File: config.mk
export PLATFORM = sky130hd
export DESIGN_NAME = expu_accumulator
export DESIGN_NICKNAME = d
export VERILOG_FILES = /design/src/rtl/expu_pkg.sv /design/src/rtl/expu_fp2fix.sv /design/src/rtl/expu_accumulator.sv
export SDC_FILE = /design/constraint.sdc
export NUM_CORES = 1
export LEC_CHECK = 0
export BUFFER_PORTS_ARGS = -buffer_cell sky130_fd_sc_hd__buf_2
export CAP_MARGIN = 20
export CORE_ASPECT_RATIO = 0.8
export CORE_MARGIN = 1
export CORE_UTILIZATION = 60
export CTS_BUF_LIST = sky130_fd_sc_hd__clkbuf_8 sky130_fd_sc_hd__clkbuf_16
export DETAILED_ROUTE_END_ITERATION = 7
export HOLD_SLACK_MARGIN = 0.06
export PLACE_DENSITY = 0.81
export SYNTH_ARGS = -nofsm -noshare
export SYNTH_HDL_FRONTEND = slang
export SYNTH_SLANG_ARGS = --single-unit
export TNS_END_PERCENT = 50
File: constraint.sdc
create_clock -name clk_i -period 10.9 [get_ports clk_i]
set_input_delay 2.18 -clock clk_i [delete_from_list [all_inputs] [get_ports clk_i]]
set_output_delay 2.18 -clock clk_i [all_outputs]
set_load 0.02 [all_outputs]
File: src/rtl/expu_pkg.sv
// rtl/expu_pkg.sv - shared types and width helpers for the softmax denominator accumulator
package expu_pkg;

  typedef enum logic [1:0] {
    S_ACC,
    S_DRAIN,
    S_OUT
  } state_e;

  function automatic int exp_bias(input int exponent_bits);
    return (1 << (exponent_bits - 1)) - 1;
  endfunction

  function automatic int float_width(input int mantissa_bits, input int exponent_bits);
    return mantissa_bits + exponent_bits + 1;
  endfunction

endpackage

File: src/rtl/expu_fp2fix.sv
// rtl/expu_fp2fix.sv - combinational float to unsigned fixed-point conversion with overflow flag
module expu_fp2fix
  import expu_pkg::*;
#(
  parameter int MANTISSA_BITS = 7,
  parameter int EXPONENT_BITS = 8,
  parameter int ACC_INT_BITS  = 16,
  parameter int ACC_FRAC_BITS = 16
) (
  input  logic [float_width(MANTISSA_BITS, EXPONENT_BITS)-1:0] float_i,
  output logic [ACC_INT_BITS+ACC_FRAC_BITS-1:0]                fixed_o,
  output logic                                                 ovf_o
);

  localparam int FW   = float_width(MANTISSA_BITS, EXPONENT_BITS);
  localparam int AW   = ACC_INT_BITS + ACC_FRAC_BITS;
  localparam int BIAS = exp_bias(EXPONENT_BITS);

  logic [EXPONENT_BITS-1:0] exp_f;
  logic [MANTISSA_BITS-1:0] mant_f;
  logic                     sign_unused;

  // Inputs are e^x, so the sign carries no information here.
  assign sign_unused = float_i[FW-1];
  assign exp_f       = float_i[FW-2 -: EXPONENT_BITS];
  assign mant_f      = float_i[MANTISSA_BITS-1:0];

  always_comb begin
    int            e;
    int            sh;
    logic [AW-1:0] v;
    fixed_o = '0;
    ovf_o   = 1'b0;
    e       = int'(exp_f) - BIAS;
    sh      = e - MANTISSA_BITS + ACC_FRAC_BITS;
    v       = AW'({1'b1, mant_f});
    if (exp_f == '0) begin
      fixed_o = '0;
    end else if ((&exp_f) || (e >= ACC_INT_BITS)) begin
      // Inf/NaN or a value beyond the integer range both pin to all-ones.
      fixed_o = '1;
      ovf_o   = 1'b1;
    end else if (sh >= 0) begin
      fixed_o = v << sh;
    end else begin
      fixed_o = v >> (-sh);
    end
  end

endmodule

File: src/rtl/expu_accumulator.sv
// rtl/expu_accumulator.sv - per-packet saturating sum of e^x floats (softmax denominator)
module expu_accumulator
  import expu_pkg::*;
#(
  parameter int MANTISSA_BITS = 7,
  parameter int EXPONENT_BITS = 8,
  parameter int ACC_INT_BITS  = 16,
  parameter int ACC_FRAC_BITS = 16,
  parameter int CNT_WIDTH     = 16
) (
  input  logic                                     clk_i,
  input  logic                                     rst_i,
  input  logic                                     clear_i,
  input  logic                                     valid_i,
  output logic                                     ready_o,
  input  logic [MANTISSA_BITS+EXPONENT_BITS:0]     float_i,
  input  logic                                     last_i,
  output logic                                     valid_o,
  input  logic                                     ready_i,
  output logic [ACC_INT_BITS+ACC_FRAC_BITS-1:0]    sum_o,
  output logic [CNT_WIDTH-1:0]                     count_o,
  output logic                                     overflow_o
);

  localparam int AW = ACC_INT_BITS + ACC_FRAC_BITS;

  state_e          state_q, state_d;
  logic            beat_acc;
  logic [AW-1:0]   conv_fixed;
  logic            conv_ovf;

  logic            align_valid_q;
  logic [AW-1:0]   align_data_q;
  logic            align_ovf_q;
  logic            align_last_q;

  logic [AW-1:0]   acc_q;
  logic [CNT_WIDTH-1:0] cnt_q;
  logic            ovf_q;
  logic [AW:0]     acc_sum;

  assign ready_o  = !rst_i && (state_q == S_ACC);
  assign beat_acc = valid_i && ready_o;

  expu_fp2fix #(
    .MANTISSA_BITS(MANTISSA_BITS),
    .EXPONENT_BITS(EXPONENT_BITS),
    .ACC_INT_BITS (ACC_INT_BITS),
    .ACC_FRAC_BITS(ACC_FRAC_BITS)
  ) u_fp2fix (
    .float_i(float_i),
    .fixed_o(conv_fixed),
    .ovf_o  (conv_ovf)
  );

  always_ff @(posedge clk_i) begin
    if (rst_i || clear_i) begin
      align_valid_q <= 1'b0;
      align_data_q  <= '0;
      align_ovf_q   <= 1'b0;
      align_last_q  <= 1'b0;
    end else begin
      align_valid_q <= beat_acc;
      if (beat_acc) begin
        align_data_q <= conv_fixed;
        align_ovf_q  <= conv_ovf;
        align_last_q <= last_i;
      end
    end
  end

  assign acc_sum = {1'b0, acc_q} + {1'b0, align_data_q};

  always_ff @(posedge clk_i) begin
    if (rst_i || clear_i) begin
      acc_q <= '0;
      cnt_q <= '0;
      ovf_q <= 1'b0;
    end else if ((state_q == S_OUT) && ready_i) begin
      acc_q <= '0;
      cnt_q <= '0;
      ovf_q <= 1'b0;
    end else if (align_valid_q) begin
      acc_q <= acc_sum[AW] ? '1 : acc_sum[AW-1:0];
      ovf_q <= ovf_q | acc_sum[AW] | align_ovf_q;
      if (cnt_q != '1) begin
        cnt_q <= cnt_q + 1'b1;
      end
    end
  end

  always_ff @(posedge clk_i) begin
    if (rst_i || clear_i) begin
      state_q <= S_ACC;
    end else begin
      state_q <= state_d;
    end
  end

  // S_DRAIN holds until the last beat has landed in the accumulator.
  always_comb begin
    state_d = state_q;
    case (state_q)
      S_ACC:   if (beat_acc && last_i) state_d = S_DRAIN;
      S_DRAIN: if (!align_valid_q) state_d = S_OUT;
      S_OUT:   if (ready_i) state_d = S_ACC;
      default: state_d = S_ACC;
    endcase
  end

  logic align_last_unused;
  assign align_last_unused = align_last_q;

  assign valid_o    = (state_q == S_OUT);
  assign sum_o      = acc_q;
  assign count_o    = cnt_q;
  assign overflow_o = ovf_q;

endmodule
; Word-level counts from Yosys, hierarchy flattened
; Cells that the tools add are included.
[totals]
output_inout_bits = 51
in_bits = 22
wordCells = 48
ff_bits = 85
[op_classes]
n_reduce_logical = 13
eq_ne = 6
n_mux = 10
shifts = 2
add_sub_neg = 6
n_bitwise = 2
n_lt_le_gt_ge = 2
[ops]
columns = cell, n
row1 = two-way mux 32 bit, 4
row2 = adder 32 x 32 -> 33 bit, 1
row3 = "adder 32 x 6 -> 32 bit, second input constant", 1
row4 = ">= comparator 32 x 1 -> 1 bit, second input constant", 1
row5 = ">= comparator 32 x 6 -> 1 bit, second input constant", 1
row6 = negator 32 bit, 1
row7 = left shift 8 x 32 -> 32 bit, 1
row8 = >> shifter 8 x 32 -> 32 bit, 1
row9 = "subtractor 32 x 4 -> 32 bit, second input constant", 1
row10 = "adder 16 x 1 -> 16 bit, second input constant", 1
row11 = "!= test 16 bit, second input constant", 1
row12 = "subtractor 8 x 7 -> 9 bit, second input constant", 1
row13 = zero test 8 bit, 1
row14 = AND reduction 8 bit, 1
row15 = two-way mux 2 bit, 3
row16 = case mux 2 bit (3 select lines), 1
row17 = logical AND 1 bit, 4
row18 = "!= test 2 x 1 -> 1 bit, second input constant", 2
row19 = AND reduction 3 bit, 1
row20 = "equality test 2 x 1 -> 1 bit, second input constant", 1
row21 = "equality test 2 bit, second input constant", 1
row22 = zero test 2 bit, 1
row23 = logical OR 1 bit, 2
row24 = two-way mux 1 bit, 2
row25 = 5 further kinds, 6

; Longest topological paths before layout
; Gate-level depths: netlist of the first run.
[depth]
depth_word = 8
depth_mapped = 20
mapped_depth_nobuf = 17

; Modules after synthesis
; From an unflattened synthesis of the first run, not the netlist that was laid out.
[hier_totals]
hier_cells = 895
area_unflattened_um2 = 6692.7
[modules_own_cells]
columns = mod, seq_area_each_um2, instances, cells_per_inst, area_each_um2
row1 = expu_accumulator, 1701.6, 1, 633, 4939.7
row2 = expu_fp2fix, 0.0, 1, 262, 1752.9

; Worst setup path after synthesis of the first run
; Ideal clock, no wire load.
[synth_timing]
kind = input -> register
from = in float_i[7]
to = reg align_data_q[0]
required_ns = 10.820
setup_time_ns = 0.080
arrival_time_ns = 6.628
n_path_buf = 3
setup_slack_ns = 4.192
stages = 19
path_cell_list = buf_2 > buf_1 > inv_1 > ha_1 > buf_2 > nor2b_1 > a2bb2oi_1 > nor3_1 > nand3_1 > ha_1 > nand3b_1 > or3_1 > or4_1 > a21oi_1 > and4_1 > o221ai_2 > nor4_4 > nand2_1 > a211oi_2
[synth_between]
elab_chain_cells = 8
elab_cells_between_ends = 14
cone_classes = add/sub (4) / order compare (2) / shift (2) / mux (3) / reduce/logical (3)
[synth_lines]
columns = element, line
row1 = from (decl), expu_accumulator.sv:16  ; input logic [MANTISSA_BITS+EXPONENT_BITS:0] float_i,
row2 = subtractor 8 x 7 -> 9 bit, expu_fp2fix.sv:34  ; e = int'(exp_f) - BIAS;
row3 = subtractor 32 x 4 -> 32 bit, expu_fp2fix.sv:35  ; sh = e - MANTISSA_BITS + ACC_FRAC_BITS;
row4 = adder 32 x 6 -> 32 bit, expu_fp2fix.sv:35
row5 = negator 32 bit, expu_fp2fix.sv:46  ; fixed_o = v >> (-sh);
row6 = >> shifter 8 x 32 -> 32 bit, expu_fp2fix.sv:46
row7 = two-way mux 32 bit, expu_fp2fix.sv:43  ; end else if (sh >= 0) begin
row8 = two-way mux 32 bit, expu_fp2fix.sv:39  ; end else if ((&exp_f) || (e >= ACC_INT_BITS)) begin
row9 = two-way mux 32 bit (*), expu_fp2fix.sv:37  ; if (exp_f == '0) begin
row10 = to (signal assigned), expu_accumulator.sv:65  ; align_data_q <= conv_fixed;
row11 = to (decl), expu_accumulator.sv:33  ; logic [AW-1:0] align_data_q;
; Every way passes the cells marked *; elsewhere a longest branch is shown, timed or not.
; A chain may end at the register's enable or synchronous reset.

; Worst setup path in the final report of the first run
[layout_timing]
from = in float_i[7]
to = reg align_data_q[2]
; The elaborated chain is that of the path after synthesis.

==> metrics.md, run 1 <==
| Metric | Value |
|---|---|
| Status | completed |
| Starting Density | 62.9% |
| Iteration-0 DRC Markers | ~820 |
| Slew headroom | 38.2% |
| Vias per cell | 6.49 |
| # IOs | 73 |
| Diode count | 0 |
| Leakage | 3.01 nW |
| Fin. Hold Viols | 0 |
| Netlist area before placement | 6600 um2 |
| Fin. max-slew vios | 0 |
| Yosys reg bits | 85 |
| Synth top area cells | dfxtp_1 26%, ha_1 8.5%, a21oi_1 5.3%, nor2_1 5.1%, o21ai_0 5.1% |
| Setup Fix Bufs, Post-CTS | 0 |
| Routed WL | 17.9 mm |
| Mapped Cells | around 840 |
| Yosys cell types | 79 |
| Top cell type's share of synthesized area | 25.8% |
| Worst Tran Pin Value | just over 900 ps |
| Area fraction in compound gates after synthesis | 29.3% |
| Ys async rst share | 0% |
| CP max FO | 30 |
| Vias | 6675 |
| Synth warnings | 0 |
| Crit end category | flop |
| RSZ-0062 raised after global routing | no |
| Share of layout cells above drive strength 1 | 14.1% |
| RR Startpoint | sum_o[13] |
| Die area | 11400 um2 |
| Worst setup path start | float_i[7] |
| Hold Path Class | flop to flop |
| Post-Synth XOR/XNOR Area | under 10% |
| CP required | 11170 ps |
| Worst Skew | 8.28 ps |
| Avg WL per Cell | 17.4 um |
| Num rows | 33 |
| Top FF cell, synth | dfxtp_1 |
| PortBufs | 71 |
| Fin crit period | 8070 ps |
| Final setup viols | 0 |
| Core ar. | 10500 um2 |
| Syn Nets | 909 |
| Area of placed instances | 6990 um2 |
| Residual DRC count | 0 |
| Final worst slack | 2830 ps |
| CTS tree | yes |
| Total Routing Usage GR | 31.5% |
| Die Span Y | about 96 um |
| Setup slack, reg-to-reg | around 7400 ps |
| Max-cap violations | 0 |
| Period utilization | 74.0% |
| Grt ovf | 0 |
| Placed cell count | between 1000 and 1500 |
| Startpoint types | input port |
| TritonCTS Sinks | between 80 and 90 |
| Sequential area share after synthesis | roughly a quarter |
| Global-route wire length before repair | 28.7 mm |
| Adder-Cell Fraction of Synth Area | 8.84% |
| # hold bufs at CTS | 0 |
| Fmax | 0.124 GHz |
| Post-Synth Simple-Gate Area | 21.4% |
| Die Wd | 119 um |
| Critical path type | input port to flop |
| # nets final | 952 |
| CTS resizes | 0 |
| Worst-Skew Late Latency | 350 ps |
| Root Buffer | clkbuf_16 |
| HPWL after detailed placement | ~13 mm |
| WP data arrival | 8340 ps |
| Number of global-route vias before repair | 5703 |
| Power per cell area | 108 nW/um2 |
| Sum of negative setup slack | 0 ps |
| Non-Filler Instances | between 1000 and 1500 |
| DRT antenna net count | 0 |
| Detailed Routing Iterations Pass 1 | 5 |
| Gp weighted congestion | around 0.94 |
| Clock buffer depth | 2 |
| Area leader, netlist | dfxtp_1 |
| Worst-path clk slew | 70 ps |
| Final Cell Area | 7280 um2 |
| VDD IR max | a little under 0.08 mV |
| Post-Place Setup Slack | about 2600 ps |
| Core Util, Final | 69.4% |
| Critical path destination | align_data_q[2] |
| H-tree depth | 3 |
| Reg2Reg Depth | 11 |
| P&R area growth vs syn | 10.4% |
| CTS buffer count | 9 |
| Pin count of the biggest net entering global routing | 55 |
| Initial antenna violation count | 0 |
| Combinational family with the most area after synthesis | compound AO/OA/AOI/OAI gates |
| Crit Reg-Reg Endpoint | sum_o[22] |
| Number of synthesized flops with an enable pin | 0 |
| Multiplexer share of the synthesized area | 3.05% |
| Mean Syn Cell Area | around 7.8 um2 |
[worst min path at each step]
stage                 endpoint  slack (ps)  startpoint  cells after the start
finish              overflow_o         460  overflow_o                      2
global route        state_q[0]         520  state_q[1]                      1
CTS                 overflow_o         470  overflow_o                      2
detailed placement  overflow_o         450  overflow_o                      2
global placement    overflow_o         450  overflow_o                      2
floorplan           state_q[0]         440  state_q[1]                      1
[synth_stat cells, types with 4 or more instances]
cell,count
nor2_1,90
dfxtp_1,85
a21oi_1,70
o21ai_0,67
nand2_1,66
ha_1,45
xor2_1,36
clkbuf_1,32
nand3_1,27
a31oi_1,26
a221oi_1,20
inv_1,17
nand4_1,16
nor3_1,16
xnor2_1,16
a21o_1,15
nand2b_1,13
or3_1,11
mux2i_1,10
nor2b_1,10
a22oi_1,9
o21a_1,9
a211oi_1,8
and2_1,8
o22ai_1,8
and3_1,6
buf_2,6
buf_1,5
o21bai_1,5
or4_1,5
a211oi_2,4
a21boi_0,4
o211ai_1,4
[per-layer routing]
| metal | GRT usage, % | up-vias | part of all wire, % |
|---|---|---|---|
| met2 | 47.9 | 268 | 44 |
| met1 | 44.2 | 3158 | 46 |
| met5 | 0 | - | 0 |
| met4 | 8.65 | 0 | 1.6 |
| li1 | - | 3221 | - |
| met3 | 7.70 | 28 | 8.4 |
[worst max-delay path, cell delays in order]
cell	delay, ps
buf_2	420
inv_1	250
ha_1	920
nor2b_1	430
a2bb2oi_1	220
nor3_1	560
nand3_1	150
ha_1	340
and3_1	210
nand2_1	80
or2_2	340
a2111oi_4	430
nand4_1	490
or4_1	750
nor2_1	240
a21oi_1	120
a211oi_2	200
[sequential cells by signal, summed over array words and instances, names as in the netlist]
signal,flops
count_o,16
state_q,2
sum_o,32
align_ovf_q,1
overflow_o,1
align_valid_q,1
align_data_q,32
[per-stage QoR]
step                hold slack (ps)  power (mW)
finish                          465       0.784
CTS                             470       0.782
global route                    516       0.817
floorplan                       442       0.448
detailed placement              454       0.484
global placement                446       0.479
[layout by cell type, fill, tap and decap left out, types with 4 or more instances in the layout]
master / count
a211oi_2: 4
o21ai_0: 67
nor2_1: 90
nand2b_1: 13
xnor2_1: 16
ha_1: 45
nor3_1: 16
o21a_1: 9
xor2_1: 36
nand4_1: 16
o22ai_1: 8
buf_4: 6
a21o_1: 15
and2_1: 8
o211ai_1: 4
mux2i_1: 10
a22oi_1: 9
a221oi_1: 20
nand3_1: 27
inv_1: 17
a21oi_1: 70
nand2_1: 66
and3_1: 6
dfxtp_1: 85
a31oi_1: 26
or3_1: 11
nor2b_1: 10
a211oi_1: 8
o21bai_1: 5
or4_1: 5
clkbuf_16: 9
a21boi_0: 4
buf_2: 71
[layout make-up]
| type | count | area (um2) |
|---|---|---|
| multi-input combinational | 693 | 4650 |
| fill | 881 | 3200 |
| sequential | 85 | 1700 |
| timing repair buffer | 77 | 400 |
| clock buffer | 11 | 253 |
| tap | 140 | 175 |
| inverter | 18 | 67.6 |
| clock inverter | 5 | 40.0 |
[cell families (layout without fill, tap and decap cells)]
family	after synthesis	count (layout)
buffers and inverters	63	111
muxes	16	16
DFF	85	85
adders and majority gates	46	46
xor gates and xnor gates	55	55
AOI/OAI and AO/OA	288	288
and+or+nand+nor	288	288
[where the power goes]
part	internal [mW]	switching (mW)
sequential	0.317	0.00498
combinational	0.0552	0.105
clock	0.169	0.133
total	0.541	0.242
(Power assumes the default switching activity.)
==> run 2: changes to the inputs <==
- clock period: 10.9 -> 7.9 ns (I/O delays scaled with it)
==> metrics.md, run 2 (synthesized netlist as in run 1, its figures left out) <==
| Metric | Value |
|---|---|
| Crit end category | flop |
| Die area | 11400 um2 (unchanged) |
| WP data arrival | 6970 ps (-1370 ps) |
| Grt ovf | 0 (unchanged) |
| Core Util, Final | 69.7% (+0.29 points) |
| Placed cell count | 1015 (+0.20%) |
| Vias | 6653 (-0.33%) |
| CP max FO | 30 (unchanged) |
| Slew headroom | 37.7% (-0.45 points) |
| Worst-path cell chain | buf_2, inv_1, ha_1, nor2b_1, a2bb2oi_1, nor3_1, nand3_1, ha_1, nand2_1, or3_1, nor4_1, or4_1, a22oi_1, o32ai_1, o221ai_2, nor4_4, nand2_1, a211oi_2 |
| Fin. max-slew vios | 0 (unchanged) |
| CTS resizes | 0 (unchanged) |
| Initial antenna violation count | 0 (unchanged) |
| Root Buffer | clkbuf_16 |
| DRT antenna net count | 0 (unchanged) |
| Gp weighted congestion | 0.956 (+1.6%) |
| CP required | 8170 ps (-3000 ps) |
| Worst-Skew Late Latency | 350 ps (about the same) |
| Area of the multi-input gates | 4650 um2 (unchanged) |
| # hold bufs at CTS | 0 (unchanged) |
| Critical path type | input port to flop |
| CP top delay family | simple AND/OR/NAND/NOR gates |
| Crit-path max cell delay | 620 ps (-300 ps) |
| PortBufs | 71 (unchanged) |
| Fin. Hold Viols | 0 (unchanged) |
| Storage cell area | 1700 um2 (unchanged) |
| Sum of negative setup slack | 0 ps (unchanged) |
| Status | completed |
| Iteration-0 DRC Markers | 682 (-17%) |
| Hold Path Class | flop to flop |
| Fillcell total | 867 (-1.6%) |
| RR Startpoint | sum_o[0] |
| Worst Tran Pin Value | 930 ps (+6.71 ps) |
| Worst-path clk slew | 70 ps (about the same) |
| Non-Filler Instances | 1030 (+0.097%) |
| Share of layout cells above drive strength 1 | 14.2% (+0.097 points) |
| TritonCTS Sinks | 85 (unchanged) |
| Slowest cell on the critical path | nor3_1 |
| Fmax | approximately 0.15 GHz |
| Total Routing Usage GR | 31.5% (+0.051 points) |
| CTS buffer count | 9 (unchanged) |
| Period utilization | 84.8% |
| Final setup viols | 0 (unchanged) |
| Clock buffer depth | 2 (unchanged) |
| Most frequent cells in the layout | 90 x nor2_1, 85 x dfxtp_1, 71 x buf_2, 70 x a21oi_1, 67 x o21ai_0 |
| Pin count of the biggest net entering global routing | 55 (unchanged) |
| Routed WL | 17.9 mm (+0.28%) |
| Met1 global-route usage | 44.8% (+0.60 points) |
| Max-cap violations | 0 (unchanged) |
| Detailed Routing Iterations Pass 1 | 6 (+1) |
| Num rows | 33 (unchanged) |
| Starting Density | 62.9% (unchanged) |
| Power per cell area | 151 nW/um2 (+40%) |
| Core ar. | 10500 um2 (unchanged) |
| Residual DRC count | 0 (unchanged) |
| # IOs | 73 (unchanged) |
| GR peak layer | met2 |
| Number of global-route vias before repair | 5922 (+3.8%) |
| HPWL after detailed placement | 13.5 mm (+0.67%) |
| Global-route wire length before repair | 28.8 mm (+0.31%) |
| Setup Fix Bufs, Post-CTS | 0 (unchanged) |
| Die Wd | 119 um (unchanged) |
| H-tree depth | 3 (unchanged) |
| Leakage | 3.02 nW (+0.35%) |
| Met3 usage | 6.22% (-1.5 points) |
| Crit path buf inv count | 2 (unchanged) |
| Vias per cell | 6.46 (-0.43%) |
| Startpoint types | input port |
| Die Span Y | 95.8 um (unchanged) |
| RSZ-0062 raised after global routing | no |
| Fin crit period | 6700 ps |
| # nets final | 954 (+0.21%) |
| P&R area growth vs syn | 10.8% |
| Worst setup path start | float_i[7] |
| VDD IR max | 0.130 mV (+64%) |
| Diode count | 0 (unchanged) |
| Worst Skew | 9.42 ps (+1.14 ps) |
| CTS tree | yes |
| Avg WL per Cell | 17.4 um (+0.18%) |
| Met2 usage | 47.7% (-0.24 points) |
| HP Start | state_q[1] |
| Most common cell after layout, fill and taps aside | nor2_1 |
run 2: worst paths after layout:
kind	slack, ps	cells after the start	endpoint
max reg2reg	4340	13	sum_o[22]
min reg2reg	480	1	state_q[0]
min	480	1	state_q[0]
max	1200	18	align_data_q[3]
run 2: layout make-up:
| class | instances | area share (%) |
|---|---|---|
| tap | 140 | 2.40 |
| clock buffer | 11 | 3.46 |
| inverter | 18 | 0.924 |
| multi-input combinational | 693 | 63.5 |
| clock inverter | 4 | 0.753 |
| timing repair buffer | 79 | 5.68 |
| sequential | 85 | 23.3 |
run 2: power by group:
group          internal, mW  switching (mW)  total [mW]
combinational        0.0765           0.146       0.222
clock                 0.263           0.176       0.438
sequential            0.437         0.00686       0.444
total                 0.776           0.328        1.10
run 2: worst reg2reg max path, stage by stage, from the launching register on:
cell and delay, ps:
dfxtp_1 320, ha_1 220, inv_1 70, fa_1 200, nor2b_1 60, o21a_1 180, o21ai_0 410, a21o_1 270
a21oi_1 120, or3_1 420, a221oi_2 310, and2_1 590, o31a_1 240, nor2_1 40
run 2: metal layers:
metal	share of wire [%]	routed length, um
met1	46	8310
met2	43	7730
met3	8.0	1440
met4	2.4	431
met5	0	0
run 2: stage by stage:
stage	power [mW]	setup slack (ps)	area, um2	hold WS [ps]
floorplan	0.618	1790	6600	442
global placement	0.662	1180	7010	446
detailed placement	0.668	1020	7010	467
CTS	1.10	1350	7310	477
global route	1.15	787	7310	510
finish	1.10	1200	7310	475
==> run 3: changes to the inputs <==
- ABC_AREA: default -> 1
- clock period: 7.9 -> 6.9 ns (I/O delays scaled with it)
==> metrics.md, run 3 <==
| Metric | Value |
|---|---|
| Root Buffer | clkbuf_16 |
| DRT antenna net count | 0 (unchanged) |
| Crit Reg-Reg Endpoint | sum_o[28] |
| H-tree depth | 3 (unchanged) |
| Synth cell count leaders | 261 x nand2_1, 104 x inv_1, 95 x nor2_1, 94 x a21oi_1, 85 x dfxtp_1 |
| Core ar. | 10900 um2 (+4.2%) |
| # nets final | 1187 (+24%) |
| HPWL after detailed placement | 14.1 mm (+4.7%) |
| Power per cell area | 166 nW/um2 (+9.8%) |
| Status | completed |
| Mapped Cells | 1057 (+26%) |
| Hold EP | align_ovf_q |
| Worst-Skew Late Latency | 340 ps (about the same) |
| # IOs | 73 (unchanged) |
| Gp weighted congestion | 0.977 (+2.2%) |
| Fin. Hold Viols | 0 (unchanged) |
| Period utilization | 84.0% |
| Area of the multi-input gates | 4550 um2 (-2.0%) |
| Vias | 7372 (+11%) |
| Critical path type | input port to flop |
| Synth warnings | 0 (unchanged) |
| Hold Path Class | flop to flop |
| Max-cap violations | 0 (unchanged) |
| CP max FO | 15 (-50%) |
| CP required | 7150 ps (-1020 ps) |
| Starting Density | 62.2% (-0.72 points) |
| Synth top area cells | dfxtp_1 25%, nand2_1 14%, ha_1 8.3%, a21oi_1 6.9%, inv_1 5.7% |
| Yosys reg bits | 85 (unchanged) |
| Hold path depth | 2 (+1) |
| VDD IR max | 0.135 mV (+3.6%) |
| Detailed Routing Iterations Pass 1 | 6 (unchanged) |
| Die area | 11800 um2 (+3.0%) |
| Grt ovf | 0 (unchanged) |
| TritonCTS Sinks | 85 (unchanged) |
| Clock buffer depth | 2 (unchanged) |
| CTS tree | yes |
| Final setup viols | 0 (unchanged) |
| Number of global-route vias before repair | 6276 (+6.0%) |
| Setup slack, reg-to-reg | 3060 ps (-1280 ps) |
| Die Wd | 121 um (+1.5%) |
| Diode count | 0 (unchanged) |
| Storage cell area | 1700 um2 (unchanged) |
| Worst Tran Pin Value | 994 ps (+63.8 ps) |
| Core Util, Final | 69.6% (-0.17 points) |
| Sum of negative setup slack | 0 ps (unchanged) |
| Residual DRC count | 0 (unchanged) |
| Worst Skew | 7.24 ps (-2.18 ps) |
| Number of synthesized flops with an enable pin | 0 (unchanged) |
| Syn Nets | 1125 (+24%) |
| Fillcell total | 984 (+13%) |
| Fin crit period | just under 6000 ps |
| Share of layout cells above drive strength 1 | 12.1% (-2.1 points) |
| Ys async rst share | 0% (unchanged) |
| Initial antenna violation count | 0 (unchanged) |
| Slew headroom | 33.7% (-4.0 points) |
| Netlist area before placement | 6800 um2 (+3.1%) |
| P&R area growth vs syn | 11.8% |
| Startpoint types | input port |
| CTS buffer count | 9 (unchanged) |
| Fmax | 0.172 GHz |
| Yosys cell types | 54 (-32%) |
| Mean Syn Cell Area | 6.43 um2 (-18%) |
| Setup Fix Bufs, Post-CTS | 0 (unchanged) |
| Vias per cell | 5.81 (-10%) |
| HP Start | align_ovf_q |
| CTS resizes | 0 (unchanged) |
| Worst setup path start | float_i[7] |
| Worst-path clk slew | 60 ps (about the same) |
| Top-count cell post-synth | nand2_1 |
| Reg2Reg Depth | 16 (+3) |
| RR Startpoint | sum_o[0] |
| Routed WL | 18.5 mm (+3.1%) |
| RSZ-0062 raised after global routing | no |
| Crit end category | flop |
| Iteration-0 DRC Markers | 768 (+13%) |
| PortBufs | 71 (unchanged) |
| Num rows | 34 (+3.0%) |
| Global-route wire length before repair | 30.9 mm (+7.2%) |
| # hold bufs at CTS | 0 (unchanged) |
| Die Span Y | 97.2 um (+1.5%) |
| Top FF cell, synth | dfxtp_1 |
| Most frequent cells in the layout | 261 x nand2_1, 106 x inv_1, 95 x nor2_1, 94 x a21oi_1, 85 x dfxtp_1 |
| Pin count of the biggest net entering global routing | 37 (-33%) |
| Fin. max-slew vios | 0 (unchanged) |
| Leakage | 3.42 nW (+13%) |
| Top cell type's share of synthesized area | 25.0% (-0.76 points) |
| WP data arrival | 6050 ps (-920 ps) |
| Total Routing Usage GR | 32.5% (+0.92 points) |
| Most common cell after layout, fill and taps aside | nand2_1 |
| Sequential area share after synthesis | 25.0% (-0.76 points) |
| Avg WL per Cell | 14.6 um (-16%) |
| Area leader, netlist | dfxtp_1 |
## run 3: through the flow
stage                     total power [mW]  setup WS (ps)  hold slack [ps]  cells  area (um2)
final                                 1.26           1100              468   1268        7600
after global routing                  1.31            579              486   1268        7600
after CTS                             1.26           1210              469   1267        7600
after detailed placement             0.747            893              459   1251        7280
after global placement               0.743            913              450   1250        7250
after floorplan                      0.690           1760              442   1057        6800
## run 3: cell type report
class	count	share of cell area (%)
Clock buffer	9	2.96
Inverter	116	5.76
Sequential cell	85	22.4
Timing Repair Buffer	76	5.43
Tap cell	144	2.37
Clock inverter	7	1.22
Multi-Input combinational cell	831	59.9
## run 3: worst max-delay path by stage
stage | depth (start not counted) | to
global route | 28 | align_data_q[7]
finish | 26 | align_data_q[31]
CTS | 26 | align_data_q[31]
detailed placement | 28 | align_data_q[7]
floorplan | 30 | align_data_q[7]
global placement | 28 | align_data_q[7]
## run 3: per-layer routing
layer | routed length, um | GRT usage (%) | share of wire, % | vias up
li1 | - | - | - | 3733
met1 | 9210 | 50.5 | 50 | 3318
met2 | 7490 | 46.2 | 41 | 309
met5 | 0 | 0 | 0 | -
met3 | 1610 | 6.46 | 8.7 | 12
met4 | 159 | 4.94 | 0.86 | 0
## run 3: critical path, stage by stage
cell      delay (ps)
buf_2            240
inv_1            270
ha_1             570
inv_4            120
nor2_4           150
nand3_2          130
a21oi_4          280
nand3_1          130
ha_1             360
inv_1             70
nor2_1           170
nand3_1          120
nor3_1           280
nand3_1          180
nor2_1           210
nand3b_4         150
inv_2            120
nand2_1          100
o22ai_1          180
or2_1            160
nand2_1           80
nand2_1           60
o21ai_1           90
nor2_1           180
nand2_1           90
a31oi_1          160
## run 3: kinds of logic after synthesis
group | synth area share (%)
simple gates | 34.1
compound gates | 20.2
buf+inv | 8.00
flops | 25.0
fa+ha+maj | 8.57
xor+xnor | 3.99
mux | 0.147
## run 3: power breakdown
| group | leakage (nW) | internal, mW | switching [mW] |
|---|---|---|---|
| logic | 2.57 | 0.0717 | 0.164 |
| clock network | 0.158 | 0.316 | 0.200 |
| registers | 0.688 | 0.500 | 0.00808 |
